==> config.mk <==
export PLATFORM = sky130hd
export DESIGN_NAME = keypad_entry_controller
export DESIGN_NICKNAME = d
export VERILOG_FILES = /design/src/rtl/keypad_entry_controller.sv
export SDC_FILE = /design/constraint.sdc
export NUM_CORES = 1
export LEC_CHECK = 0
export ABC_CLOCK_PERIOD_IN_PS = 2200
export BUFFER_PORTS_ARGS = -buffer_cell sky130_fd_sc_hd__buf_2
export CORE_ASPECT_RATIO = 0.7
export CORE_MARGIN = 2
export CORE_UTILIZATION = 47
export DETAILED_ROUTE_END_ITERATION = 6
export GPL_TIMING_DRIVEN = 0
export MAX_ROUTING_LAYER = met4
export PLACE_DENSITY = 0.77
export SLEW_MARGIN = 20
export SYNTH_ARGS = -nofsm -noshare
export SYNTH_HDL_FRONTEND = slang
export SYNTH_SLANG_ARGS = --single-unit
==> constraint.sdc <==
create_clock -name clk -period 2.2 [get_ports clk]
set_clock_uncertainty 0.2 [all_clocks]
set_input_delay 0.66 -clock clk [delete_from_list [all_inputs] [get_ports clk]]
set_output_delay 0.66 -clock clk [all_outputs]
set_load 0.01 [all_outputs]
==> src/rtl/keypad_entry_controller.sv <==
// Keypad entry sequencer: builds a BCD entry from key strobes with backspace, commit handshake
// and optional inactivity timeout (enabled by defining KEYPAD_ENTRY_TIMEOUT_EN).
module keypad_entry_controller #(
   parameter int MAX_DIGITS     = 4,
   parameter int TIMEOUT_CYCLES = 250000000
) (
   input  logic                               clk,
   input  logic                               rst,
   input  logic [3:0]                         key_value,
   input  logic                               key_valid,
   output logic [4*MAX_DIGITS-1:0]            entry_bcd,
   output logic [$clog2(MAX_DIGITS+1)-1:0]    entry_count,
   output logic                               commit_valid,
   input  logic                               commit_ready,
   output logic [4*MAX_DIGITS-1:0]            commit_bcd,
   output logic [$clog2(MAX_DIGITS+1)-1:0]    commit_count,
   output logic                               err_pulse,
   output logic                               timeout_pulse
);

   localparam int BW = 4 * MAX_DIGITS;
   localparam int CW = $clog2(MAX_DIGITS + 1);

   localparam logic [1:0] ST_IDLE   = 2'd0;
   localparam logic [1:0] ST_ENTRY  = 2'd1;
   localparam logic [1:0] ST_COMMIT = 2'd2;

   localparam logic [3:0] KEY_STAR = 4'd10;
   localparam logic [3:0] KEY_HASH = 4'd11;

   if (MAX_DIGITS < 1 || MAX_DIGITS > 8 || TIMEOUT_CYCLES < 2) begin : g_param_check
      $error("keypad_entry_controller: parameter out of legal range");
   end

   function automatic logic is_digit(input logic [3:0] k);
      return (k <= 4'd9);
   endfunction

   logic [1:0]    state_r,        state_s;
   logic [BW-1:0] entry_bcd_r,    entry_bcd_s;
   logic [CW-1:0] entry_count_r,  entry_count_s;
   logic          commit_valid_r, commit_valid_s;
   logic [BW-1:0] commit_bcd_r,   commit_bcd_s;
   logic [CW-1:0] commit_count_r, commit_count_s;
   logic          err_r,          err_s;
   logic          timeout_r,      timeout_s;
   logic [BW-1:0] entry_shl_s;
   logic          expire_s;

`ifdef KEYPAD_ENTRY_TIMEOUT_EN
   localparam int TW = $clog2(TIMEOUT_CYCLES);
   logic [TW-1:0] timer_r;

   assign expire_s = (state_r == ST_ENTRY) && (timer_r == TW'(TIMEOUT_CYCLES - 1));

   // Idle-cycle counter: runs only while in ENTRY and restarts on any key strobe
   always_ff @(posedge clk or posedge rst) begin
      if (rst) begin
         timer_r <= '0;
      end else if (key_valid || (state_r != ST_ENTRY) || expire_s) begin
         timer_r <= '0;
      end else begin
         timer_r <= timer_r + TW'(1);
      end
   end
`else
   assign expire_s = 1'b0;
`endif

   // Next-state and output computation for one key per cycle
   always_comb begin
      state_s        = state_r;
      entry_bcd_s    = entry_bcd_r;
      entry_count_s  = entry_count_r;
      commit_valid_s = commit_valid_r;
      commit_bcd_s   = commit_bcd_r;
      commit_count_s = commit_count_r;
      err_s          = 1'b0;
      timeout_s      = 1'b0;
      // Shift-in form works for MAX_DIGITS == 1 where a part-select would be empty
      entry_shl_s      = entry_bcd_r << 4;
      entry_shl_s[3:0] = key_value;

      case (state_r)
         ST_IDLE: begin
            if (key_valid) begin
               if (is_digit(key_value)) begin
                  entry_bcd_s   = BW'(key_value);
                  entry_count_s = CW'(1);
                  state_s       = ST_ENTRY;
               end else if (key_value == KEY_STAR) begin
                  state_s = ST_IDLE;
               end else begin
                  err_s = 1'b1;
               end
            end else begin
               state_s = ST_IDLE;
            end
         end
         ST_ENTRY: begin
            if (key_valid) begin
               if (is_digit(key_value)) begin
                  if (entry_count_r < CW'(MAX_DIGITS)) begin
                     entry_bcd_s   = entry_shl_s;
                     entry_count_s = entry_count_r + CW'(1);
                  end else begin
                     err_s = 1'b1;
                  end
               end else if (key_value == KEY_STAR) begin
                  if (entry_count_r > CW'(1)) begin
                     entry_bcd_s   = entry_bcd_r >> 4;
                     entry_count_s = entry_count_r - CW'(1);
                  end else begin
                     entry_bcd_s   = '0;
                     entry_count_s = '0;
                     state_s       = ST_IDLE;
                  end
               end else if (key_value == KEY_HASH) begin
                  commit_bcd_s   = entry_bcd_r;
                  commit_count_s = entry_count_r;
                  commit_valid_s = 1'b1;
                  entry_bcd_s    = '0;
                  entry_count_s  = '0;
                  state_s        = ST_COMMIT;
               end else begin
                  err_s = 1'b1;
               end
            end else if (expire_s) begin
               entry_bcd_s   = '0;
               entry_count_s = '0;
               timeout_s     = 1'b1;
               state_s       = ST_IDLE;
            end else begin
               state_s = ST_ENTRY;
            end
         end
         ST_COMMIT: begin
            err_s = key_valid;
            if (commit_ready) begin
               commit_valid_s = 1'b0;
               state_s        = ST_IDLE;
            end else begin
               state_s = ST_COMMIT;
            end
         end
         default: begin
            state_s        = ST_IDLE;
            entry_bcd_s    = '0;
            entry_count_s  = '0;
            commit_valid_s = 1'b0;
         end
      endcase
   end

   // State and output registers
   always_ff @(posedge clk or posedge rst) begin
      if (rst) begin
         state_r        <= ST_IDLE;
         entry_bcd_r    <= '0;
         entry_count_r  <= '0;
         commit_valid_r <= 1'b0;
         commit_bcd_r   <= '0;
         commit_count_r <= '0;
         err_r          <= 1'b0;
         timeout_r      <= 1'b0;
      end else begin
         state_r        <= state_s;
         entry_bcd_r    <= entry_bcd_s;
         entry_count_r  <= entry_count_s;
         commit_valid_r <= commit_valid_s;
         commit_bcd_r   <= commit_bcd_s;
         commit_count_r <= commit_count_s;
         err_r          <= err_s;
         timeout_r      <= timeout_s;
      end
   end

   assign entry_bcd     = entry_bcd_r;
   assign entry_count   = entry_count_r;
   assign commit_valid  = commit_valid_r;
   assign commit_bcd    = commit_bcd_r;
   assign commit_count  = commit_count_r;
   assign err_pulse     = err_r;
   assign timeout_pulse = timeout_r;

endmodule
# == Word-level counts from Yosys, hierarchy flattened ==
# Cells that the tools add are included.
# totals
register_bits,42
output_inout_bits,41
elab_cells,81
# classes
reduce_logical,5
mux,43
bitwise,4
n_eq_ne,17
n_lt_le_gt_ge,3
n_addsub,2
# ops
cell,count
2-to-1 mux 16 bit,7
one-hot mux 16 bit (3 select lines),1
2-to-1 mux 3 bit,8
2-to-1 mux 2 bit,9
"!= test 4 bit, second input constant",4
"!= test 2 bit, second input constant",7
2-to-1 mux 1 bit,13
2-to-1 mux 12 bit,1
AND reduction 6 bit,2
one-hot mux 3 bit (3 select lines),1
"== test 4 bit, second input constant",2
"!= test 3 bit, second input constant",2
one-hot mux 1 bit (3 select lines),2
one-hot mux 2 bit (3 select lines),1
AND reduction 5 bit,1
"<= comparator 4 bit, second input constant",1
NOT 1 bit,4
AND reduction 4 bit,1
"adder 3 x 1 -> 3 bit, second input constant",1
"greater-than comparator 3 x 1 -> 1 bit, second input constant",1
"less-than comparator 3 bit, second input constant",1
"subtractor 3 x 1 -> 3 bit, second input constant",1
"== test 2 x 1 -> 1 bit, second input constant",1
"== test 2 bit, second input constant",1
logical NOT 2 bit,1

# == Logic depth before layout (Yosys ltp) ==
# logic_depth
depth_word,6
depth_mapped,7

# == Least setup slack after synthesis ==
# OpenSTA, ideal clock, no wires.
# synth_path
path_type,input port to flip-flop
start,input key_value[2]
end,"register commit_bcd_r[10], in the netlist commit_bcd[10]"
path_stages,5
path_slack_ns,0.178
setup_time_ns,0.125
arrival_ns,1.697
path_cell_list,buf_4 -> and3b_2 -> nand4_4 -> buf_6 -> mux2_4
# synth_via
elab_chain_len,3
elab_cells_between_ends,6
cone_classes,1 x order compare; 2 x eq/ne; 2 x bitwise; 1 x reduce/logical
# synth_lines
item,line_no,rtl
start: declaration,9,"input logic [3:0] key_value,"
<= comparator 4 bit or == test 4 bit (tied branches),"36, 109",
NOT 1 bit (no source line),-,
AND reduction 5 bit (no source line) (*),-,
end signal: assignment,171,commit_bcd_r <= commit_bcd_s;
end: declaration,43,"logic [BW-1:0] commit_bcd_r, commit_bcd_s;"
# Every way passes the cells marked *; elsewhere a longest branch is shown, timed or not.
# A chain may end at the register's enable or synchronous reset.

# == Final worst setup path ==
# layout_path
start,input key_value[2]
end,"register entry_bcd_r[2], in the netlist entry_bcd[2]"
# layout_via
elab_chain_len,5
elab_cells_between_ends,14
cone_classes,1 x order compare; 5 x eq/ne; 7 x mux; 1 x reduce/logical
# layout_lines
item,line_no,rtl
branches (longest 5 deep; another with <= comparator 4 bit),-,
end signal: assignment,168,entry_bcd_r <= entry_bcd_s;
end: declaration,40,"logic [BW-1:0] entry_bcd_r, entry_bcd_s;"
# Several ways; the timed one is not identified. The select of a mux whose other input is x is not followed.

==> metrics.md <==
| Metric | Value |
|---|---|
| PwrDens | 955.8 nW/um2 |
| Hold WC Path Type | in2async |
| Placed insts | approximately 290 |
| CTS H-tree lvls | 2 |
| Crit end category | flop |
| CTS tree | built |
| Number of global-route vias before repair | 1598 |
| Detailed Place HPWL | 3617 um |
| RSZ-0062 raised after global routing | no |
| Final Util | 59.83% |
| Leakage | 1.345 nW |
| Number of I/O pins | 49 |
| Worst hold slack | 63.12 ps |
| Arr. time, crit path | 2020 ps |
| Main combinational cell family by area after synthesis | compound AO/OA/AOI/OAI gates |
| Clock Latency Late Sink | slightly below 300 ps |
| Synth Flop Type | dfrtp_1 |
| Final Max Tran Viols | 0 |
| Setup ws final | approximately 160 ps |
| Die ar. | 5150 um2 |
| Top-area cell type share of the netlist area | 48.78% |
| Routability cong. | 0.9220 |
| Clk buf depth | 2 |
| Clock buffer count from CTS | 5 |
| Least-Margin Pin Slew | 499.7 ps |
| Postcts setup bufs | 0 |
| Status | completed |
| Finished Cell Area | 2620 um2 |
| Grt ovf | 0 |
| Startpoint types | primary input |
| Nets | 250 |
| I/O Buffers | 46 |
| Final min period | 2042 ps |
| FMAX | just under 500 MHz |
| Avg Inst Size Synth | 11.65 um2 |
| Filler cell count in the final layout | 369 |
| Area leader, netlist | dfrtp_1 |
| ANT nets after route | 0 |
| Seq cells post-synth | 42 |
| Root Buffer | clkbuf_8 |
| Core Box Area | 4379 um2 |
| Syn Nets | 196 |
| First-pass GRT wire length | around 8300 um |
| Final-report setup violation count | 0 |
| Fraction of synthesized area in multiplexers | 15.04% |
| Placed Area | 2474 um2 |
| Sequential area share after synthesis | 48.78% |
| Synth Area in XOR/XNOR | less than 1% |
| Asr flop ratio synth | between 90% and 100% |
| Simple-gate share of the synthesized area | about a tenth |
| Yosys warns | 0 |
| Synthesized area | 2155 um2 |
| Drt pass-1 iters | 4 |
| Hold_buf cts | 0 |
| Chip height | around 61 um |
| Worst path required time | approximately 2200 ps |
| Clock Pin Slew Worst Setup and Hold Paths | 90 ps |
| Dpl ws | -242.6 ps |
| Post-DR vias/cell | 5.688 |
| Synth area leaders | dfrtp_1 (49%), mux2_4 (7.7%), mux2i_1 (3.7%) |
| Synth top cells by count | dfrtp_1 (42), nand2_1 (16), o21ai_0 (16) |
| Routed WL | 5124 um |
| Total GRT Usage | 22.07% |
| Post-synthesis compound-gate area fraction | 18.87% |
| Seq. cell area | approximately 1100 um2 |
| Wire length per cell | ~17 um |
| Rows | 20 |
| DR vias | 1678 |
| Initial core utilization | 49.20% |
| Die width | 84.93 um |
| Tcrit/Tclk final | between 90% and 100% |
| Area of the multi-input gates | 993.5 um2 |
| Drc violations | 0 |
| Highest net fanout along the worst path | 10 |
| Ant. Diodes | 0 |
| Fin. Hold Viols | 0 |
| Slew HR | 66.43% |
| Critical setup path kind | in2reg |
| Post-synth EDFFs | 0 |
| Most frequent cell after synthesis | dfrtp_1 |
| Non-Filler Instances | between 200 and 300 |
| Clock sinks | 42 |
| Distinct cells, synth | 46 |
| Initial antenna violation count | 0 |
| Layout cell share with drive strength beyond 1 | 41.25% |
| Number of max-cap violations | 0 |
| Post-synthesis adder-cell area fraction | 1.742% |
| Synthesized instance count | around 190 |
| Worst VDD drop | 0.0004993 V |
| Area growth from synthesis to layout | 21.60% |
| Largest net degree at the start of global routing | 36 |
| Iter 0 DRT Violations | 77 |
==> metrics by stage <==
| step | total power [mW] | TNS, ps |
|---|---|---|
| final | 2.504 | 0 |
| after floorplan | 1.510 | 0 |
| after CTS | 2.520 | 0 |
| after detailed placement | 1.783 | -2882 |
| after global placement | 1.747 | -9541 |
| after global routing | 2.652 | 0 |
==> flip-flops by register name, indices dropped and copies added, names as in the netlist <==
name and flops:
commit_bcd 16, commit_count 3, state_r 2, err_pulse 1
commit_valid 1, entry_bcd 16, entry_count 3
==> routing by layer <==
layer | global-route usage [%] | up-vias | share of wire (%) | wire [um]
met5 | - | - | 0 | 0
met4 | 4.762 | 0 | 0 | 0
met3 | 5.850 | 0 | 7.7 | 397
met2 | 31.95 | 65 | 43 | 2179
met1 | 31.45 | 835 | 50 | 2547
li1 | - | 778 | - | -
==> report_power, final <==
group / switching, mW / leakage (nW) / internal [mW]
clock network: 0.278 / 0.0683 / 0.455
logic: 0.393 / 0.714 / 0.343
registers: 0.126 / 0.562 / 0.910
total: 0.796 / 1.34 / 1.71
==> placed cells by master, fill, tap and decap left out, types with 2 or more instances in the layout <==
cell and instances:
o2bb2ai_1 8, buf_4 6, a221oi_1 2, mux2i_1 8
mux2_4 11, ha_1 3, and3_1 2, bufinv_16 2
clkbuf_8 5, buf_6 3, buf_2 48, nor2b_1 3
inv_1 6, o21ai_2 3, nor2_1 6, o22ai_1 3
dfrtp_1 42, mux2_2 7, o21ai_0 16, nand2_1 16
a21oi_1 10
==> critical path, cell delays in order <==
cell	delay (ps)
buf_2	110
buf_4	170
and4bb_1	380
o21a_2	250
a221oi_1	110
o32ai_1	340
==> worst paths after layout <==
kind                              endpoint             from  slack [ps]  depth (start not counted)
min reg2reg                commit_count[0]  commit_count[0]         280                          2
min in group clk           commit_count[0]  commit_count[0]         280                          2
max in group asynchronous    entry_bcd[14]              rst        1290                          3
min                        commit_count[2]              rst          60                          2
max reg2reg                 entry_count[1]   entry_count[1]         170                          6
max                           entry_bcd[2]     key_value[2]         160                          6
==> what timing repair did <==
action / in CTS / in global routing
setup endpoints to repair: 0 / 10
hold endpoints to repair: 0 / 0
resized for setup: 0 / 1
==> cells by family (layout without fill, tap and decap cells) <==
| kind of cell | Yosys count | count (layout) |
|---|---|---|
| DFF | 42 | 42 |
| and+or+nand+nor | 36 | 36 |
| AOI/OAI and AO/OA | 57 | 57 |
| adders and majority gates | 3 | 3 |
| muxes | 26 | 26 |
| other | 1 | 1 |
| xor gates and xnor gates | 1 | 1 |
| buffers and inverters | 19 | 74 |
==> layout make-up <==
class	count	share of cell area, %
clock inverters	3	2.627
plain buffers	12	3.534
repair buffers	47	9.551
inverters	7	1.003
flip-flops and latches	42	40.11
clock buffers	5	2.627
multi-input cells	124	37.92
well taps	55	2.627
(Power assumes the default switching activity.)
